--- config.mk ---
export PLATFORM = sky130hd
export DESIGN_NAME = axi_master
export DESIGN_NICKNAME = d
export VERILOG_FILES = /design/src/rtl/axi_master.sv
export SDC_FILE = /design/constraint.sdc
export NUM_CORES = 1
export LEC_CHECK = 0
export ABC_AREA = 0
export ABC_CLOCK_PERIOD_IN_PS = 5750
export CELL_PAD_IN_SITES_DETAIL_PLACEMENT = 1
export CELL_PAD_IN_SITES_GLOBAL_PLACEMENT = 2
export CORE_ASPECT_RATIO = 1.2
export CORE_UTILIZATION = 20
export DETAILED_ROUTE_END_ITERATION = 16
export PLACE_DENSITY_LB_ADDON = 0.1
export SYNTH_ARGS = -nofsm -noshare
export SYNTH_HDL_FRONTEND = slang
export SYNTH_SLANG_ARGS = --single-unit
--- constraint.sdc ---
create_clock -name aclk -period 5.75 [get_ports aclk]
set_input_delay 1.4375 -clock aclk [delete_from_list [all_inputs] [get_ports aclk]]
set_output_delay 1.4375 -clock aclk [all_outputs]
set_load 0.02 [all_outputs]
--- src/rtl/axi_master.sv ---
// axi_master: turns one local command into a single AXI INCR burst.
// Only one transaction is in flight; completion is reported on the done port.
// The 4KB-boundary check runs on the registered command during the address
// state, so a rejected command costs one silent cycle and never reaches the bus.
module axi_master #(
    parameter int ADDR_WIDTH = 32,
    parameter int DATA_WIDTH = 32,
    parameter int ID_WIDTH   = 4
) (
    input  logic                    aclk,
    input  logic                    arst,

    // command port
    input  logic                    cmd_valid,
    output logic                    cmd_ready,
    input  logic                    cmd_write,
    input  logic [ID_WIDTH-1:0]     cmd_id,
    input  logic [ADDR_WIDTH-1:0]   cmd_addr,
    input  logic [7:0]              cmd_len,

    // write-data stream
    input  logic                    wd_valid,
    output logic                    wd_ready,
    input  logic [DATA_WIDTH-1:0]   wd_data,

    // read-data stream
    output logic                    rd_valid,
    input  logic                    rd_ready,
    output logic [DATA_WIDTH-1:0]   rd_data,
    output logic                    rd_last,

    // completion
    output logic                    done_valid,
    output logic [1:0]              done_resp,
    output logic [ID_WIDTH-1:0]     done_id,

    // AXI write address
    output logic [ID_WIDTH-1:0]     awid,
    output logic [ADDR_WIDTH-1:0]   awaddr,
    output logic [7:0]              awlen,
    output logic [2:0]              awsize,
    output logic [1:0]              awburst,
    output logic                    awvalid,
    input  logic                    awready,

    // AXI write data
    output logic [ID_WIDTH-1:0]     wid,
    output logic [DATA_WIDTH-1:0]   wdata,
    output logic [DATA_WIDTH/8-1:0] wstrb,
    output logic                    wlast,
    output logic                    wvalid,
    input  logic                    wready,

    // AXI write response
    input  logic [ID_WIDTH-1:0]     bid,
    input  logic [1:0]              bresp,
    input  logic                    bvalid,
    output logic                    bready,

    // AXI read address
    output logic [ID_WIDTH-1:0]     arid,
    output logic [ADDR_WIDTH-1:0]   araddr,
    output logic [7:0]              arlen,
    output logic [2:0]              arsize,
    output logic [1:0]              arburst,
    output logic                    arvalid,
    input  logic                    arready,

    // AXI read data
    input  logic [ID_WIDTH-1:0]     rid,
    input  logic [DATA_WIDTH-1:0]   rdata,
    input  logic [1:0]              rresp,
    input  logic                    rlast,
    input  logic                    rvalid,
    output logic                    rready
);

    localparam int         STRB_W  = DATA_WIDTH / 8;
    localparam int         SIZE_LG = $clog2(STRB_W);
    localparam logic [2:0] AXSIZE  = 3'(SIZE_LG);
    localparam logic [1:0] OKAY    = 2'b00;
    localparam logic [1:0] SLVERR  = 2'b10;
    localparam logic [1:0] DECERR  = 2'b11;

    typedef enum logic [2:0] {
        IDLE,
        WADDR,
        WDATA,
        WRESP,
        RADDR,
        RDATA,
        DONE
    } state_t;

    state_t                  state_q, state_d;
    logic [ID_WIDTH-1:0]     id_q, id_d;
    logic [ADDR_WIDTH-1:0]   addr_q, addr_d;
    logic [7:0]              len_q, len_d;
    logic [7:0]              cnt_q, cnt_d;
    logic [1:0]              resp_q, resp_d;

    logic [16:0]             beats_ext;
    logic [16:0]             burst_bytes;
    logic [16:0]             page_end;
    logic                    page_cross;
    logic [1:0]              beat_resp;
    logic [1:0]              acc_resp;

    // Severity order of response codes: OKAY/EXOKAY < SLVERR < DECERR.
    function automatic logic [1:0] worse(input logic [1:0] a, input logic [1:0] b);
        logic [1:0] ra;
        logic [1:0] rb;
        ra = (a == DECERR) ? 2'd3 : (a == SLVERR) ? 2'd2 : 2'd0;
        rb = (b == DECERR) ? 2'd3 : (b == SLVERR) ? 2'd2 : 2'd0;
        return (rb > ra) ? b : a;
    endfunction

    // Burst byte span and 4KB page crossing of the registered command.
    assign beats_ext   = {9'd0, len_q} + 17'd1;
    assign burst_bytes = beats_ext << SIZE_LG;
    assign page_end    = {5'd0, addr_q[11:0]} + burst_bytes;
    assign page_cross  = (page_end > 17'd4096);

    // Address-channel fields come straight from the captured command.
    assign awid    = id_q;
    assign awaddr  = addr_q;
    assign awlen   = len_q;
    assign awsize  = AXSIZE;
    assign awburst = 2'b01;
    assign arid    = id_q;
    assign araddr  = addr_q;
    assign arlen   = len_q;
    assign arsize  = AXSIZE;
    assign arburst = 2'b01;
    assign wid     = id_q;
    assign wstrb   = '1;

    // State and command registers; reset aborts any burst in progress.
    always_ff @(posedge aclk or negedge arst) begin
        if (!arst) begin
            state_q <= IDLE;
            id_q    <= '0;
            addr_q  <= '0;
            len_q   <= '0;
            cnt_q   <= '0;
            resp_q  <= OKAY;
        end else begin
            state_q <= state_d;
            id_q    <= id_d;
            addr_q  <= addr_d;
            len_q   <= len_d;
            cnt_q   <= cnt_d;
            resp_q  <= resp_d;
        end
    end

    // Next-state logic and all handshake/pass-through outputs.
    always_comb begin
        state_d    = state_q;
        id_d       = id_q;
        addr_d     = addr_q;
        len_d      = len_q;
        cnt_d      = cnt_q;
        resp_d     = resp_q;
        beat_resp  = OKAY;
        acc_resp   = resp_q;
        cmd_ready  = 1'b0;
        awvalid    = 1'b0;
        arvalid    = 1'b0;
        wvalid     = 1'b0;
        wdata      = '0;
        wlast      = 1'b0;
        wd_ready   = 1'b0;
        bready     = 1'b0;
        rready     = 1'b0;
        rd_valid   = 1'b0;
        rd_data    = '0;
        rd_last    = 1'b0;
        done_valid = 1'b0;
        done_resp  = OKAY;
        done_id    = '0;

        case (state_q)
            IDLE: begin
                // Held low while reset is asserted so every output reads 0.
                cmd_ready = arst;
                if (cmd_valid) begin
                    id_d    = cmd_id;
                    addr_d  = cmd_addr;
                    len_d   = cmd_len;
                    cnt_d   = '0;
                    resp_d  = OKAY;
                    state_d = cmd_write ? WADDR : RADDR;
                end
            end

            WADDR: begin
                if (page_cross) begin
                    resp_d  = SLVERR;
                    state_d = DONE;
                end else begin
                    awvalid = 1'b1;
                    if (awready) begin
                        state_d = WDATA;
                    end
                end
            end

            WDATA: begin
                wvalid   = wd_valid;
                wdata    = wd_data;
                wd_ready = wready;
                wlast    = (cnt_q == len_q);
                if (wd_valid && wready) begin
                    cnt_d = cnt_q + 8'd1;
                    if (cnt_q == len_q) begin
                        state_d = WRESP;
                    end
                end
            end

            WRESP: begin
                bready = 1'b1;
                if (bvalid) begin
                    if ((bid != id_q) && (bresp != DECERR)) begin
                        resp_d = SLVERR;
                    end else begin
                        resp_d = bresp;
                    end
                    state_d = DONE;
                end
            end

            RADDR: begin
                if (page_cross) begin
                    resp_d  = SLVERR;
                    state_d = DONE;
                end else begin
                    arvalid = 1'b1;
                    if (arready) begin
                        state_d = RDATA;
                    end
                end
            end

            RDATA: begin
                rd_valid = rvalid;
                rd_data  = rdata;
                rd_last  = rlast;
                rready   = rd_ready;
                if (rvalid && rd_ready) begin
                    cnt_d     = cnt_q + 8'd1;
                    beat_resp = (rid != id_q) ? worse(rresp, SLVERR) : rresp;
                    acc_resp  = worse(resp_q, beat_resp);
                    if (rlast) begin
                        // A burst that ends early or late is a slave error.
                        if (cnt_q != len_q) begin
                            acc_resp = worse(acc_resp, SLVERR);
                        end
                        state_d = DONE;
                    end
                    resp_d = acc_resp;
                end
            end

            DONE: begin
                done_valid = 1'b1;
                done_resp  = resp_q;
                done_id    = id_q;
                state_d    = IDLE;
            end

            default: begin
                state_d = IDLE;
            end
        endcase
    end

endmodule
==> metrics.md <==
| Metric | Value |
|---|---|
| Synth unique cells | `56` |
| Die height | `~160 um` |
| Top-count cell post-synth | `and2_1` |
| Top-area cell type share of the netlist area | `0.332` |
| Sequential power share | `0.205` |
| FMAX | `about 180 MHz` |
| Sw Share | `0.448` |
| Critical Path End Type | `output pin` |
| Setup TNS | `0 ns` |
| DR DRC count | `0` |
| Final #Nets | `848` |
| Psw | `roughly 1.9 mW` |
| Synth cell count leaders | `and2_1 (80), buf_4 (62), dfrtp_1 (57)` |
| Top Layer Used | `met4` |
| First-pass GRT wire length | `~25000 um` |
| Total track usage | `0.150` |
| Maximum fanout along the worst path | `7` |
| Largest stage delay, worst path | `0.62 ns` |
| Die width | `roughly 140 um` |
| CTS resizes | `0` |
| Combinational group share of total power | `0.670` |
| Crit path cell chain | `ha_1 > nand3_1 > nor2_1 > xor2_1 > ha_1 > a21oi_2 > a21boi_0 > o2111ai_1 > nor3_2 > and3_1 > a21oi_4 > or2_2 > nor2_1 > clkdlybuf4s50_1` |
| Slowest cell on the critical path | `clkdlybuf4s50_1` |
| Clock sink count | `57` |
| Antenna cells | `0` |
| Lkg Pwr | `about 3 nW` |
| Slew Viols, Final | `0` |
| DRT Pass-1 Iters | `4` |
| Slew @ Worst Pin | `about 1.1 ns` |
| Maximum vdd drop | `0.246 mV` |
| WL met3 | `1830 um` |
| Cts bufs inserted | `9` |
| Outcome | `finished, final reports clean` |
| Slew headroom | `0.256` |
| Hold_ws | `between 0.5 and 0.6 ns` |
| WL met1 | `6330 um` |
| Worst Skew | `between 0.01 and 0.015 ns` |
| Total chip power | `between 4 and 5 mW` |
| Vias per cell | `around 4.2` |
| Layout cell share with drive strength beyond 1 | `0.112` |
| Req. time, crit path | `around 4.3 ns` |
| I/O pins | `approximately 320` |
| Iteration-0 DRC Markers | `50` |
| DP HPWL | `between 10000 and 15000 um` |
| RSZ-0062 raised after global routing | `no` |
| Number of flops mapped to enable cells by yosys | `0` |
| Routability Congestion | `~0.82` |
| Worst reg-to-reg path cell count | `13` |
| Core ar. | `~21000 um2` |
| Antenna Nets Post-Route | `0` |
| Met2 wire length | `approximately 8600 um` |
| Critical path arrival | `between 4 and 5 ns` |
| Register clock-pin slew on the reported worst setup and hold paths | `0.05 ns` |
| Final core occ | `0.358` |
| Final Instance Area | `around 7500 um2` |
| Post-layout minimum cycle time | `5.47 ns` |
| Post-Syn Area per Cell | `about 9.5 um2` |
| Multi-input logic area | `2360 um2` |
| DR WL/cell | `~17 um` |
| Largest net degree at the start of global routing | `57` |
| H-Tree Depth | `3` |
| Yosys top cell by area | `dfrtp_1` |
| Mapped Cells | `450` |
| Row count | `between 50 and 60` |
| Register Area | `between 1000 and 1500 um2` |
| Grt ovf | `0` |
| Internal power | `between 2 and 2.5 mW` |
| # Max-Cap Violations | `0` |
| Final hold violation count | `0` |
| Crit path kind | `reg -> out` |
| Vias in the first global route | `4390` |
| Final Setup Violations | `0` |
| Sequential cell area fraction in the yosys report | `0.332` |
| Post-CTS Hold Fix Bufs | `0` |
| Min-delay worst type | `reg -> reg` |
| Fill count | `around 2300` |
| CTS tree | `done` |
| Port bufs | `about 300` |
| Routed via count | `around 4100` |
| Drt total wl | `~17000 um` |
| Antenna violations before repair | `0` |
| Starting density of the core | `0.205` |
| Yosys warning total | `0` |
| Mapped cell area | `4290 um2` |
| Placement Cell Area | `7200 um2` |
| Worst Hold Path Cells | `1` |
| PwrDens | `between 500 and 600 nW/um2` |
| Startpoint types | `flop` |
| Post-CTS Setup Inserts | `0` |
| Clock buffer depth | `2` |
| Commonest register cell after synthesis | `dfrtp_1` |
| Post-synthesis async set-or-reset flop share | `1.00` |
| Area grow syn2layout | `74.8%` |
| Synth Register Bits | `57` |
| Die area | `22000 um2` |
| Final Cycle Share | `0.951` |
| Clk pwr share | `0.126` |
| Insertion delay to the later sink of the worst-skew pair | `between 0.3 and 0.4 ns` |
| Clock root buffer | `clkbuf_16` |
| Area contributors post-synth | `dfrtp_1 (33%), and2_1 (12%), mux2_2 (12%)` |
==> flip-flops by register name (all words and copies together) (netlist names) <==
signal,flops
resp_q,2
cnt_q,8
arid,4
araddr,32
arlen,8
state_q,3
==> cells by family (layout without fill, tap and decap cells) <==
group | count (synthesis) | after routing | synth area share
AO/OA/AOI/OAI | 62 | 62 | 0.102
buffers and inverters | 85 | 329 | 0.130
adder cells (fa/ha/maj) | 15 | 15 | 0.0455
AND/OR/NAND/NOR | 156 | 156 | 0.210
flip-flops | 57 | 57 | 0.332
XOR/XNOR | 26 | 26 | 0.0548
other | 2 | 14 | 0.00175
multiplexers | 47 | 47 | 0.123
==> stage by stage <==
stage          instances  setup WS, ns
2_1_floorplan        462          1.33
3_3_place_gp         960         0.769
3_5_place_dp         960         0.552
4_1_cts              976         0.181
5_1_grt              976        0.0323
6_report             976         0.285
==> area by class of cell <==
cell class	instances	area share
repair buffers	306	0.407
inverters	7	0.00350
flip-flops and latches	57	0.190
clock inverters	5	0.00751
clock buffers	11	0.0310
multi-input cells	320	0.315
well taps	270	0.0450
==> worst max-delay path, delay by kind of cell, from the launching register on <==
| kind | cells | cell delay [ns] |
|---|---|---|
| buffers and inverters | 1 | 0.62 |
| AO/OA/AOI/OAI | 4 | 0.70 |
| XOR/XNOR | 1 | 0.18 |
| AND/OR/NAND/NOR | 6 | 1.19 |
| adder cells (fa/ha/maj) | 2 | 0.55 |
| flip-flops | 1 | 0.46 |
==> final timing paths <==
path / start / to / slack, ns
max: arlen[0]$_DFFE_PN0P_ / arvalid / 0.28
min: cnt_q[7]$_DFFE_PN0P_ / cnt_q[7]$_DFFE_PN0P_ / 0.52
max reg2reg: arlen[0]$_DFFE_PN0P_ / resp_q[1]$_DFFE_PN0P_ / 2.28
min reg2reg: cnt_q[7]$_DFFE_PN0P_ / cnt_q[7]$_DFFE_PN0P_ / 0.52
max in group asynchronous: arst / cnt_q[0]$_DFFE_PN0P_ / 3.84
min in group asynchronous: arst / araddr[21]$_DFFE_PN0P_ / 0.92
==> power groups by stage <==
stage | Sequential, mW | Combinational, mW | Clock, mW
global placement | 0.858 | 2.78 | 0
detailed placement | 0.869 | 2.81 | 0
CTS | 0.864 | 2.83 | 0.541
floorplan | 0.964 | 1.67 | 0
global route | 0.900 | 2.99 | 0.557
finish | 0.851 | 2.79 | 0.522
==> layer usage <==
layer,global-route usage,vias up
li1,-,1957
met1,0.157,1965
met2,0.274,201
met3,0.0573,15
met4,0.0398,0
met5,0,-
==> layout by cell type, fill, tap and decap left out, types with 3 or more instances in the layout <==
cell | synthesis | final
nand3_1 | 4 | 4
nand3b_1 | 3 | 3
conb_1 | 2 | 14
xor2_1 | 15 | 15
and2_1 | 80 | 79
a21oi_1 | 7 | 6
clkdlybuf4s50_1 | 0 | 302
clkbuf_16 | 0 | 9
nand2b_1 | 6 | 6
dfrtp_1 | 57 | 57
xnor2_1 | 10 | 10
o22ai_1 | 4 | 4
and3_1 | 7 | 7
or3_1 | 3 | 3
o21ai_0 | 22 | 22
nor4_1 | 4 | 4
a21o_1 | 4 | 4
nor2_1 | 19 | 18
ha_1 | 14 | 14
nand2_1 | 15 | 15
inv_1 | 7 | 7
nor2b_1 | 4 | 4
nand4_1 | 3 | 3
mux2_2 | 44 | 44
a21oi_2 | 2 | 3
Note: power is estimated with default switching activity, not from simulation.
